==> src/rtl/ifetch_unit.sv <==
// Instruction-fetch unit: owns the PC, reads a combinational instruction memory and
// presents each fetched word with its PC to decode through a one-entry valid/ready buffer.
module ifetch_unit #(
    parameter logic [31:0] RESET_PC   = 32'h0000_0000,
    parameter int          IMEM_WORDS = 256
) (
    input  logic        clk,
    input  logic        rst_n,
    output logic [31:0] inst_addr,
    input  logic [31:0] instruction,
    input  logic        redirect_valid,
    input  logic [31:0] redirect_pc,
    output logic        if_valid,
    input  logic        if_ready,
    output logic [31:0] if_inst,
    output logic [31:0] if_pc,
    output logic        fault,
    output logic [31:0] fault_pc
);

    // One extra bit so the limit compare cannot wrap for large memories.
    localparam logic [32:0] PC_LIMIT = 33'(IMEM_WORDS) * 33'd4;

    typedef enum logic {
        ST_RUN   = 1'b0,
        ST_FAULT = 1'b1
    } state_t;

    state_t      r_state;
    logic [31:0] r_pc;
    logic        r_if_valid;
    logic [31:0] r_if_inst;
    logic [31:0] r_if_pc;
    logic [31:0] r_fault_pc;

    logic w_pc_oor;
    logic w_redir_bad;
    logic w_load;

    assign w_pc_oor    = ({1'b0, r_pc} >= PC_LIMIT);
    assign w_redir_bad = (redirect_pc[1:0] != 2'b00) || ({1'b0, redirect_pc} >= PC_LIMIT);
    assign w_load      = (r_state == ST_RUN) && (!r_if_valid || if_ready) &&
                         !redirect_valid && !w_pc_oor;

    // Fetch state machine: redirect, run-off fault, load, drain, in that priority.
    always_ff @(posedge clk) begin
        if (!rst_n) begin
            r_state    <= ST_RUN;
            r_pc       <= RESET_PC;
            r_if_valid <= 1'b0;
            r_if_inst  <= 32'h0000_0000;
            r_if_pc    <= 32'h0000_0000;
            r_fault_pc <= 32'h0000_0000;
        end else begin
            case (r_state)
                ST_RUN: begin
                    if (redirect_valid) begin
                        if (w_redir_bad) begin
                            r_state    <= ST_FAULT;
                            r_fault_pc <= redirect_pc;
                        end else begin
                            r_pc <= redirect_pc;
                        end
                        r_if_valid <= 1'b0;
                    end else if (w_pc_oor) begin
                        // A buffered word still owed to decode is delivered before faulting.
                        if (!r_if_valid || if_ready) begin
                            r_state    <= ST_FAULT;
                            r_fault_pc <= r_pc;
                            r_if_valid <= 1'b0;
                        end else begin
                            r_if_valid <= r_if_valid;
                        end
                    end else if (w_load) begin
                        r_if_inst  <= instruction;
                        r_if_pc    <= r_pc;
                        r_if_valid <= 1'b1;
                        r_pc       <= r_pc + 32'd4;
                    end else if (r_if_valid && if_ready) begin
                        r_if_valid <= 1'b0;
                    end else begin
                        r_if_valid <= r_if_valid;
                    end
                end
                ST_FAULT: begin
                    r_if_valid <= 1'b0;
                end
                default: begin
                    r_state    <= ST_FAULT;
                    r_if_valid <= 1'b0;
                end
            endcase
        end
    end

    assign inst_addr = r_pc;
    assign if_valid  = r_if_valid;
    assign if_inst   = r_if_inst;
    assign if_pc     = r_if_pc;
    assign fault     = (r_state == ST_FAULT);
    assign fault_pc  = r_fault_pc;

endmodule
==> config.mk <==
export PLATFORM = sky130hd
export DESIGN_NAME = ifetch_unit
export DESIGN_NICKNAME = d
export VERILOG_FILES = /design/src/rtl/ifetch_unit.sv
export SDC_FILE = /design/constraint.sdc
export NUM_CORES = 1
export LEC_CHECK = 0
export CAP_MARGIN = 10
export CORE_MARGIN = 3
export CORE_UTILIZATION = 39
export DETAILED_ROUTE_END_ITERATION = 10
export GPL_TIMING_DRIVEN = 0
export PLACE_DENSITY = 0.78
export SLEW_MARGIN = 20
export SYNTH_ARGS = -nofsm -noshare
export SYNTH_HDL_FRONTEND = slang
export SYNTH_SLANG_ARGS = --single-unit
==> constraint.sdc <==
create_clock -name clk -period 2.1 [get_ports clk]
set_input_delay 0.63 -clock clk [delete_from_list [all_inputs] [get_ports clk]]
set_output_delay 0.63 -clock clk [all_outputs]
set_load 0.005 [all_outputs]
Yosys cells after proc, flatten, opt, wreduce, memory -nomap -nowiden
Cells that the tools add are included.
{"block": "totals", "register_bits": 130, "input_bits": 68, "output_inout_bits": 130, "elab_cells": 53}
{"block": "classes", "n_addsub": 1, "n_lt_le_gt_ge": 2, "eq_ne": 5, "n_mux": 19, "bitwise": 3, "reduce_logical": 17}
{"cell": "32-bit 2-to-1 mux", "count": 8}
{"cell": "32-bit by 11-bit greater-or-equal comparator with 1-bit output (second input constant)", "count": 2}
{"cell": "32-bit by 3-bit adder with 32-bit output (second input constant)", "count": 1}
{"cell": "4-bit AND reduction", "count": 3}
{"cell": "1-bit 2-to-1 mux", "count": 10}
{"cell": "2-bit nonzero test", "count": 4}
{"cell": "5-bit by 4-bit inequality test with 1-bit output (second input constant)", "count": 1}
{"cell": "1-bit logical AND", "count": 4}
{"cell": "2-bit inequality test (second input constant)", "count": 2}
{"cell": "4-bit by 3-bit inequality test with 1-bit output (second input constant)", "count": 1}
{"cell": "1-bit zero test", "count": 3}
{"cell": "1-bit inverter", "count": 3}
{"cell": "1-bit logical OR", "count": 2}
{"cell": "2-bit by 1-bit inequality test with 1-bit output (second input constant)", "count": 1}
{"cell": "1-bit one-hot mux with 2 select lines", "count": 1}
{"cell": "2-bit AND reduction", "count": 1}

Logic depth before layout (Yosys ltp)
{"block": "logic_depth", "ltp_word": 9, "ltp_mapped": 8, "ltp_nobuf": 6}

Worst setup path before layout
OpenSTA, ideal clock, no wires.
{"block": "synth_path", "path_kind": "in2reg", "start": "in redirect_pc[14]", "end": "reg r_fault_pc[8], in the netlist fault_pc[8]", "setup_ps": 88, "arrival_time_ps": 2075, "t_required_ps": 2012, "slack_ps": -63, "stages": 7, "n_path_buf": 2, "path_cell_list": "or4_4 nor4_4 nand3_2 and2_1 buf_6 buf_6 a311oi_2"}
{"block": "synth_via", "elab_chain_cells": 4}
{"element": "start, declared", "line_no": "12", "source": "input logic [31:0] redirect_pc,"}
{"element": "32-bit by 11-bit greater-or-equal comparator with 1-bit output", "line_no": "41", "source": "assign w_redir_bad = (redirect_pc[1:0] != 2'b00) || ({1'b0, redirect_pc} >= PC_LIMIT);"}
{"element": "1-bit logical OR", "line_no": "41"}
{"element": "2-bit by 1-bit inequality test with 1-bit output (no line)"}
{"element": "4-bit AND reduction (no line)"}
{"element": "end signal, assigned", "line_no": "60", "source": "r_fault_pc <= redirect_pc;"}
{"element": "end signal, assigned", "line_no": "69", "source": "r_fault_pc <= r_pc;"}
{"element": "end, declared", "line_no": "34", "source": "logic [31:0] r_fault_pc;"}
No other way between the ends.
A chain may end at the register's enable or synchronous reset.

Worst setup path in the final report
{"block": "layout_path", "start": "reg r_pc[8], in the netlist inst_addr[8]", "end": "out inst_addr[8]"}
{"element": "start, declared", "line_no": "30", "source": "logic [31:0] r_pc;"}
{"element": "start signal, assigned", "line_no": "62", "source": "r_pc <= redirect_pc;"}
{"element": "start signal, assigned", "line_no": "78", "source": "r_pc <= r_pc + 32'd4;"}
{"element": "end, declared", "line_no": "9", "source": "output logic [31:0] inst_addr,"}
No word-level cell between the ends.

==> impl_results.md <==
* First-pass GRT wire length at ~26 mm
* Core ar. at 0.01267 mm^2
* PwrDens at 765.3 mW/mm^2
* Post-Syn Area at 0.005089 mm^2
* Status: completed
* Starting Density at 40.16%
* Final Wtd Congestion at 0.8095
* Clock latency on the worst-skew pair at 0.41 ns
* Final setup vio count at 0
* Hold path start: if_inst[17]
* Min Tclk post-route at approximately 2.1 ns
* Commonest non-fill, non-tap cell in the layout: clkdlybuf4s50_1
* Routed len/inst at 17.32 um
* NumNets Final at 831
* CP startpoint kind: flop
* Mapped Nets at 603
* Critical Path RT at 1.47 ns
* Post-synth top area share at 51.14%
* Vias in the first global route at 5021
* TritonCTS clock tree: yes
* Crit Path Max Fanout at 7
* HPWL after detailed placement at 11.80 mm
* Yosys warns at 0
* Dominant cells by area after synthesis: dfxtp_1 51%, a21oi_1 7.9%, nand2_1 7.4%
* Area leader, netlist: dfxtp_1
* Arr. time, crit path at approximately 1.5 ns
* Root buffer cell: clkbuf_16
* Area grow syn2layout at 61.35%
* P_leak at 3.163 nW
* Post-synth cell types at 42
* Predominant post-synthesis flop cell: dfxtp_1
* Crit share post-route at between 90% and 100%
* Fin util at 64.80%
* Clk sinks at 130
* Die area at 0.01445 mm^2
* Largest net degree at the start of global routing at 17
* Row count at just over 40
* Antenna Nets Post-Route at 0
* EDFF count, synth at 0
* Max-cap violations at 0
* Die X-Extent at 120.2 um
* Switch Pwr at 0.001485 W
* RSZ-0062 raised after global routing: yes
* Clock Pin Slew Worst Setup and Hold Paths at 0.05 ns
* Critical path's largest stage delay at 0.58 ns
* CTS H-tree depth at 4
* Clock Path Buffers at 2
* Clock share of power at 42.8%
* VDD IR max at between 0.4 and 0.5 mV
* DRT iter0 DRCs at roughly 250
* Combinational share of power at 14.8%
* Worst path bufs/invs at 1
* Cell internal pwr at 0.004799 W
* CP delay by family, top: buffers and inverters
* Sw frac at 23.63%
* Grt ovf at 0
* Final Hold Viols at 0
* Post-synthesis sequential area ratio at 51.14%
* Antenna diodes at 0
* Fraction of registers with async set or reset after synthesis at 0%
* Layout cells sized above 1 at 18.37%
* Setup crit end kind: output pin
* Cts bufs inserted at 17
* Antenna violations before repair at 0
* Clock Skew at 0.009262 ns
* Slew @ Worst Pin at 0.8819 ns
* Port bufs at 196
* Placed cell count at 901
* Detailed Routing Iterations Pass 1 at 4
* Kind of critical path: flop to output pin
* Fin. max-slew vios at 0
* Slowest CP cell: clkdlybuf4s50_1
* Via density at between 5 and 6
* GRT Total Usage at between 20% and 30%
* Non-filler cells, final at 945
* Boundary pin count at 198
* Die H at 120.2 um
* Worst rel slew slack at 41.21%
* DR DRC count at 0
* Most frequent cells in the layout: 185 x clkdlybuf4s50_1, 121 x dfxtp_1, 100 x nand2_1
* Mapped Avg Cell Area at about 9.5 um^2
* Pre-CTS setup slack at -0.8160 ns
* Peak Freq at 479.2 MHz
* Crit path from: inst_addr[8]
* Flops & latches, synth at 130
* Vias post-DR at slightly below 5000
* PnR worst setup slack at 0.01323 ns
* Drt total wl at around 16 mm
* Worst path cell trace: clkdlybuf4s50_1
* Cells after Synth at 533
* HP Class: flop to flop
* R2r startpoint: inst_addr[19]
* Sequential share of power at 42.3%
## final timing paths
kind,cells after the start,slack (ns),end
setup / recovery,1,0.01,inst_addr[8]
hold reg to reg,2,0.45,if_inst[17]
hold / removal,2,0.45,if_inst[17]
setup reg to reg,6,0.06,inst_addr[3]
## power groups by stage
stage | clock, W | sequential (W) | combinational [W]
4_1_cts | 0.00274 | 0.00266 | 0.000904
5_1_grt | 0.00285 | 0.00267 | 0.00100
2_1_floorplan | 0 | 0.00270 | 0.000387
6_report | 0.00269 | 0.00266 | 0.000931
3_5_place_dp | 0 | 0.00270 | 0.000851
3_3_place_gp | 0 | 0.00270 | 0.000827
## cell families after synthesis
group           count (synthesis)  share of synthesized area, %
simple gates                  189                         18.74
buf+inv                        48                         4.327
flops                         130                         51.14
fa+ha+maj                       2                        0.4917
mux                            28                         5.508
compound gates                136                         19.79
## synth_stat cells, types with 2 or more instances
cell type,number
inv_1,5
a21boi_0,2
nand2b_1,2
dfxtp_1,130
clkbuf_1,33
and2_1,24
or4_1,2
buf_6,4
and4_1,3
a31oi_1,2
a21oi_1,80
nor2_1,12
o22a_1,2
or4_4,2
buf_2,5
o32ai_1,6
a22oi_1,3
nand2_1,100
nor3_1,2
a32oi_1,2
mux2i_1,28
a211oi_2,29
nor4_1,6
and3_1,29
a311oi_1,2
ha_1,2
## metrics by stage
stage,TNS [ns],cell area [um^2],hold WS (ns),power [W]
2_1_floorplan,-0.9605,5109,0.4527,0.003086
3_3_place_gp,-58.05,7286,0.4413,0.003524
3_5_place_dp,-62.21,7286,0.4471,0.003553
4_1_cts,0,8108,0.4547,0.006301
5_1_grt,-0.02905,8210,0.4685,0.006520
6_report,0,8210,0.4514,0.006283
## area by class of cell
class	instances	area, um^2
fillers	1025	4461
flip-flops and latches	130	2614
multi-input cells	355	2421
repair buffers	210	2082
clock buffers	26	489.2
plain buffers	42	317.8
well taps	172	215.2
clock inverters	5	52.55
inverters	5	18.77
## flip-flops by register name, indices dropped and copies added (netlist names)
register / flops
if_pc: 32
inst_addr: 32
fault_pc: 32
fault: 1
if_inst: 32
if_valid: 1
## routing by layer
| metal | global-route usage [%] | up-vias | share of wire (%) |
|---|---|---|---|
| met2 | 38.50 | 212 | 49 |
| met1 | 26.58 | 2311 | 41 |
| li1 | - | 2348 | - |
| met5 | 0 | - | 0 |
| met3 | 7.203 | 24 | 8.6 |
| met4 | 7.295 | 0 | 1.6 |
## what timing repair did
action | in CTS | in global routing
resized for setup | 75 | 38
hold buffers | 0 | 0
endpoints found under the setup margin | 133 | 109
pin swaps | 16 | 14
buffers inserted | 7 | 3
cloned | 4 | 0
Note: power is estimated with default switching activity, not from simulation.
